[config.mk]
export PLATFORM = sky130hd
export DESIGN_NAME = bcd_scan_counter
export DESIGN_NICKNAME = d
export VERILOG_FILES = /design/src/rtl/bcd_pkg.sv /design/src/rtl/bcd_digit.sv /design/src/rtl/bcd_scan_counter.sv
export SDC_FILE = /design/constraint.sdc
export NUM_CORES = 1
export LEC_CHECK = 0
export ABC_AREA = 1
export CORE_ASPECT_RATIO = 1.75
export CORE_MARGIN = 3
export CORE_UTILIZATION = 45
export CTS_CLUSTER_SIZE = 14
export DETAILED_ROUTE_END_ITERATION = 8
export GPL_ROUTABILITY_DRIVEN = 1
export PLACE_DENSITY = 0.71
export SYNTH_ARGS = -nofsm -noshare
export SYNTH_HDL_FRONTEND = slang
export SYNTH_HIERARCHICAL = 1
export SYNTH_SLANG_ARGS = --single-unit
export TNS_END_PERCENT = 1
[constraint.sdc]
create_clock -name CLK -period 6.9 [get_ports CLK]
set_input_delay 1.38 -clock CLK [delete_from_list [all_inputs] [get_ports CLK]]
set_output_delay 1.38 -clock CLK [all_outputs]
set_load 0.005 [all_outputs]
[src/rtl/bcd_pkg.sv]
// rtl/bcd_pkg.sv - shared BCD constants and seven-segment table
package bcd_pkg;

  // Largest legal value of a single BCD digit
  localparam logic [3:0] BCD_MAX = 4'd9;

  // All segments off
  localparam logic [6:0] SEG_BLANK = 7'b0000000;

  // Segment patterns {a,b,c,d,e,f,g} for digits 0..9, active-high
  localparam logic [6:0] SEG_TABLE [10] = '{
    7'b1111110, 7'b0110000, 7'b1101101, 7'b1111001, 7'b0110011,
    7'b1011011, 7'b1011111, 7'b1110000, 7'b1111111, 7'b1111011
  };

  // Non-BCD codes cannot occur in the counter, but decode them as dark
  function automatic logic [6:0] seg_decode(input logic [3:0] d);
    if (d > BCD_MAX) return SEG_BLANK;
    return SEG_TABLE[d];
  endfunction

endpackage

[src/rtl/bcd_digit.sv]
// rtl/bcd_digit.sv - single BCD digit up/down cell with load
module bcd_digit
  import bcd_pkg::*;
(
  input  logic       clk,
  input  logic       rst,
  input  logic       inc,
  input  logic       dec,
  input  logic       load,
  input  logic [3:0] load_val,
  output logic [3:0] value,
  output logic       carry_out
);

  logic [3:0] r_value;

  // Digit register: reset, then load, then increment/decrement with roll-over
  always_ff @(posedge clk) begin
    if (rst) begin
      r_value <= 4'd0;
    end else if (load) begin
      r_value <= (load_val > BCD_MAX) ? 4'd0 : load_val;
    end else if (inc) begin
      r_value <= (r_value == BCD_MAX) ? 4'd0 : r_value + 4'd1;
    end else if (dec) begin
      r_value <= (r_value == 4'd0) ? BCD_MAX : r_value - 4'd1;
    end
  end

  // Carry on 9->0 when counting up, borrow on 0->9 when counting down
  assign carry_out = (inc && (r_value == BCD_MAX)) || (dec && (r_value == 4'd0));
  assign value     = r_value;

endmodule

[src/rtl/bcd_scan_counter.sv]
// rtl/bcd_scan_counter.sv - multi-digit BCD counter with multiplexed 7-seg scan
module bcd_scan_counter
  import bcd_pkg::*;
#(
  parameter int DIGITS   = 8,
  parameter int TICK_DIV = 8,
  parameter int SCAN_DIV = 1
) (
  input  logic                      CLK,
  input  logic                      RST,
  input  logic                      EN,
  input  logic                      UP,
  input  logic                      LOAD,
  input  logic [4*DIGITS-1:0]       LOAD_VAL,
  input  logic                      BLANK,
  output logic [4*DIGITS-1:0]       COUNT,
  output logic                      CARRY,
  output logic [$clog2(DIGITS)-1:0] SEL,
  output logic [DIGITS-1:0]         SEG_COM,
  output logic [6:0]                SEG7
);

  localparam int TW = (TICK_DIV > 1) ? $clog2(TICK_DIV) : 1;
  localparam int SW = (SCAN_DIV > 1) ? $clog2(SCAN_DIV) : 1;
  localparam int LW = $clog2(DIGITS);
  localparam logic [TW-1:0] TICK_LAST = TW'(TICK_DIV - 1);
  localparam logic [SW-1:0] SCAN_LAST = SW'(SCAN_DIV - 1);
  localparam logic [LW-1:0] SEL_LAST  = LW'(DIGITS - 1);

  logic [TW-1:0]     r_tick;
  logic [SW-1:0]     r_scan;
  logic [LW-1:0]     r_sel;
  logic              r_carry;
  logic              w_tick_hit;
  logic              w_step;
  logic [DIGITS-1:0] w_inc;
  logic [DIGITS-1:0] w_dec;
  logic [DIGITS-1:0] w_cout;
  logic [3:0]        w_digit;
  logic              w_upper_zero;
  logic              w_blank;

  // A load wins over a step in the same cycle
  assign w_tick_hit = (r_tick == TICK_LAST);
  assign w_step     = EN && w_tick_hit && !LOAD;

  // Count prescaler: advances only while enabled, cleared by reset and load
  always_ff @(posedge CLK) begin
    if (RST || LOAD) begin
      r_tick <= '0;
    end else if (EN) begin
      r_tick <= w_tick_hit ? '0 : r_tick + 1'b1;
    end
  end

  // Digit chain: step enters digit 0, each carry/borrow ripples upward
  genvar gi;
  generate
    for (gi = 0; gi < DIGITS; gi++) begin : g_digit
      if (gi == 0) begin : g_lsd
        assign w_inc[gi] = w_step && UP;
        assign w_dec[gi] = w_step && !UP;
      end else begin : g_upper
        assign w_inc[gi] = w_cout[gi-1] && UP;
        assign w_dec[gi] = w_cout[gi-1] && !UP;
      end
      bcd_digit u_digit (
        .clk       (CLK),
        .rst       (RST),
        .inc       (w_inc[gi]),
        .dec       (w_dec[gi]),
        .load      (LOAD),
        .load_val  (LOAD_VAL[4*gi +: 4]),
        .value     (COUNT[4*gi +: 4]),
        .carry_out (w_cout[gi])
      );
    end
  endgenerate

  // Wrap pulse: carry out of the top digit, visible the cycle after the wrap
  always_ff @(posedge CLK) begin
    if (RST) begin
      r_carry <= 1'b0;
    end else begin
      r_carry <= w_cout[DIGITS-1];
    end
  end

  // Scan prescaler and digit select, free-running regardless of EN
  always_ff @(posedge CLK) begin
    if (RST) begin
      r_scan <= '0;
      r_sel  <= '0;
    end else if (r_scan == SCAN_LAST) begin
      r_scan <= '0;
      r_sel  <= (r_sel == SEL_LAST) ? '0 : r_sel + 1'b1;
    end else begin
      r_scan <= r_scan + 1'b1;
    end
  end

  // Display decode: select digit, blank leading zeros above digit 0, drive commons
  always_comb begin
    w_upper_zero = 1'b1;
    for (int i = 0; i < DIGITS; i++) begin
      if ((i >= int'(r_sel)) && (COUNT[4*i +: 4] != 4'd0)) w_upper_zero = 1'b0;
    end
    w_blank = BLANK && (r_sel != '0) && w_upper_zero;
    w_digit = COUNT[{r_sel, 2'b00} +: 4];
    SEG7    = w_blank ? SEG_BLANK : seg_decode(w_digit);
    for (int i = 0; i < DIGITS; i++) begin
      SEG_COM[i] = (i != (DIGITS - 1 - int'(r_sel)));
    end
  end

  assign SEL   = r_sel;
  assign CARRY = r_carry;

endmodule
==> impl_results.md <==
* Syn_nets at 865
* Top cell type's share of synthesized area at 21.5%
* Ys async rst share at 0%
* Setup Crit Path Kind: input pin to register
* GPL Wtd Cong at 0.948
* Pre-Repair DR Iteration Count at 6
* # hold bufs at CTS at 0
* Fmax at 162 MHz
* Mapped Cells at 815
* Synth unique cells at 31
* Reg power frac at 32.4%
* Grt ovf at 0
* Tmin final at 6180 ps
* Startpoint types: input pin
* Max_slew headroom at 27.4%
* Die Width at 81.9 um
* Detail Route Antenna Nets at 0
* # IOs at 89
* # rows at 47
* Die ar. at 0.0114 mm^2
* Starting DRT DRC Count at 252
* Crit Path Max Fanout at 6
* Slowest CP cell: clkdlybuf4s50_1
* Flops & latches, synth at 40
* RSZ-0062 raised after global routing: no
* Final hold vios at 0
* Syn avg cell area at 5.56 um^2
* # fillers at 974
* Total track usage at 24.7%
* Met2 Resource Use GR at 48.4%
* Cell taking the most area after synthesis: nand2_1
* Max VDD drop at 122 uV
* Worst path most repeated cell: inv_1
* Pre-CTS WS at -47.6 ps
* Switching power at 314 uW
* H-Tree Depth at 2
* Top cells by area, synth: nand2_1 (21%), dfxtp_1 (18%), inv_1 (12%)
* Hold Slack at 474 ps
* Vias at 5407
* Crit path DAT at 6400 ps
* Routing usage on met1 at 23.8%
* Leak at 2.73 nW
* Layout Cells excl Fill at 1034
* Switching Fraction at 35.8%
* Main synth FF type: dfxtp_1
* Final worst-path setup slack at 716 ps
* Final HPWL from detailed placement at 10.8 mm
* Clk slew on worst S/H paths at 70 ps
* DRC viols at 0
* WP data required at 7120 ps
* Slew Limit Fails at 0
* Clock power share at 31.6%
* Number of synthesized flops with an enable pin at 0
* Overall Power at 876 uW
* TritonCTS Buffers at 5
* Dpl cells at 1025
* Total Neg Setup Slack at 0 ps
* Final WL at 13.9 mm
* First-pass GRT wire length at 23.0 mm
* Crit end category: register
* Routed len/inst at 13.4 um
* Postcts setup bufs at 0
* Via/cell ratio at 5.23
* Power Density at 153 mW/mm^2
* CTS tree: done
* Buffers on Ports at 88
* Layout cells sized above 1 at 11.4%
* Final Setup Violations at 0
* Max Cap Viol at 0
* Post-Syn Area at 0.00453 mm^2
* Ys Warns at 6
* Clock Latency Late Sink at 300 ps
* Final worst-path cycle share at 89.6%
* Worst slew pin tran at 1090 ps
* GR peak layer: met2
* Clock skew at 8.01 ps
* Status: completed
* Initial antenna violation count at 0
* Worst hold path class: register to register
* Root Buffer: clkbuf_16
* # nets final at 960
* Number of global-route vias before repair at 5487
* Register area share after synthesis at 17.7%
* Worst stage delay on the critical path at 570 ps
* CTS sink cnt at 40
* Die Y-Extent at 139 um
* Starting density of the core at 47.0%
* Area growth syn-to-layout at 26.4%
* Internal at 562 uW
* Met3 Use GR at 3.32%
* Pin count of the biggest net entering global routing at 49
* Buffer depth of the longest clock path at 2
* Core area at 0.00964 mm^2
* Combinational cell fraction of total power at 36.1%
-- cells in the final DEF (no fill, tap or decap), types with 2 or more instances in the layout --
cell type,n
nand3_1,96
nor2_1,64
ha_1,12
a211oi_1,2
o21ai_1,5
nand3_2,4
buf_4,7
nand2_1,259
nand2_4,4
dfxtp_1,40
clkbuf_16,5
nor3_4,8
o211ai_1,15
inv_2,12
nand2_2,12
nor2_2,27
o21ai_0,24
clkdlybuf4s50_1,87
a21oi_2,16
nand4_1,11
a21oi_1,40
inv_1,142
a31oi_1,8
-- path summary, 6_finish.rpt --
check / startpoint / end / slack, ps / cells after the start
worst max-delay path: EN / g_digit[7].u_digit/value[2] / 720 / 35
worst min-delay path: r_tick[2] / r_tick[2] / 470 / 2
worst max register to register: r_tick[0] / g_digit[7].u_digit/value[2] / 1700 / 36
worst min register to register: r_tick[2] / r_tick[2] / 470 / 2
-- cells in the mapped netlist (2+ instances only) --
library cell and number:
a31oi_1 8, nand4_1 11, ha_1 12, o211ai_1 15, a21oi_1 40, o21ai_0 28
nor2_1 67, nand3_2 4, nand3_1 96, nand2_2 12, inv_1 142, nor2_2 24
nand2_1 259, clkbuf_1 2, buf_6 3, inv_2 12, nor3_4 8, nand2_4 4
dfxtp_1 40, a211oi_1 2, a21oi_2 16
-- logic make-up (layout without fill, tap and decap cells) --
| logic type | Yosys count | after routing | share of synthesized area, % |
|---|---|---|---|
| simple gates | 489 | 489 | 49.8 |
| other cells | 1 | 2 | 0.0828 |
| fa+ha+maj | 12 | 12 | 3.31 |
| buf+inv | 163 | 259 | 14.5 |
| compound gates | 110 | 110 | 14.6 |
| flops | 40 | 40 | 17.7 |
-- layer usage --
metal / share of wire, % / routed length (um) / up-vias
met5: 0 / 0 / -
met4: 2.8 / 394 / 0
met3: 4.1 / 576 / 42
met2: 56 / 7850 / 178
met1: 37 / 5080 / 2419
li1: - / - / 2768
-- area by class of cell --
| type | count | area [um^2] | share of cell area (%) |
|---|---|---|---|
| clock inverters | 3 | 42.5 | 0.743 |
| clock buffers | 5 | 125 | 2.19 |
| well taps | 122 | 153 | 2.67 |
| repair buffers | 95 | 928 | 16.2 |
| flip-flops and latches | 40 | 801 | 14.0 |
| inverters | 156 | 593 | 10.4 |
| multi-input cells | 612 | 3080 | 53.8 |
| diodes | 1 | 2.50 | 0.0437 |
-- timing repair --
item / in CTS / in global routing
gates resized for setup: 0 / 7
endpoints found under the setup margin: 0 / 7
hold endpoints to repair: 0 / 0
-- power groups by stage --
stage	combinational, mW	clock, mW	sequential, mW
2_1_floorplan	0.194	0	0.275
3_3_place_gp	0.311	0	0.287
3_5_place_dp	0.314	0	0.288
4_1_cts	0.317	0.285	0.282
5_1_grt	0.356	0.290	0.286
6_report	0.316	0.277	0.283
-- state kept, by name (all words and copies together) (netlist names) --
signal,count
CARRY,1
SEL,3
g_digit.u_digit/value,32
r_scan,1
r_tick,3
-- critical path: cells and delay by family --
kind            cells  cell delay, ps
simple gates       10            1530
buf+inv            16            1670
compound gates      9            1850
-- stage by stage --
step	instance area, um^2	util (%)
2_1_floorplan	4530	-
3_3_place_gp	5550	57.5
3_5_place_dp	5550	57.5
4_1_cts	5720	59.3
5_1_grt	5720	59.3
6_report	5730	59.4
Note: power is estimated with default switching activity, not from simulation.
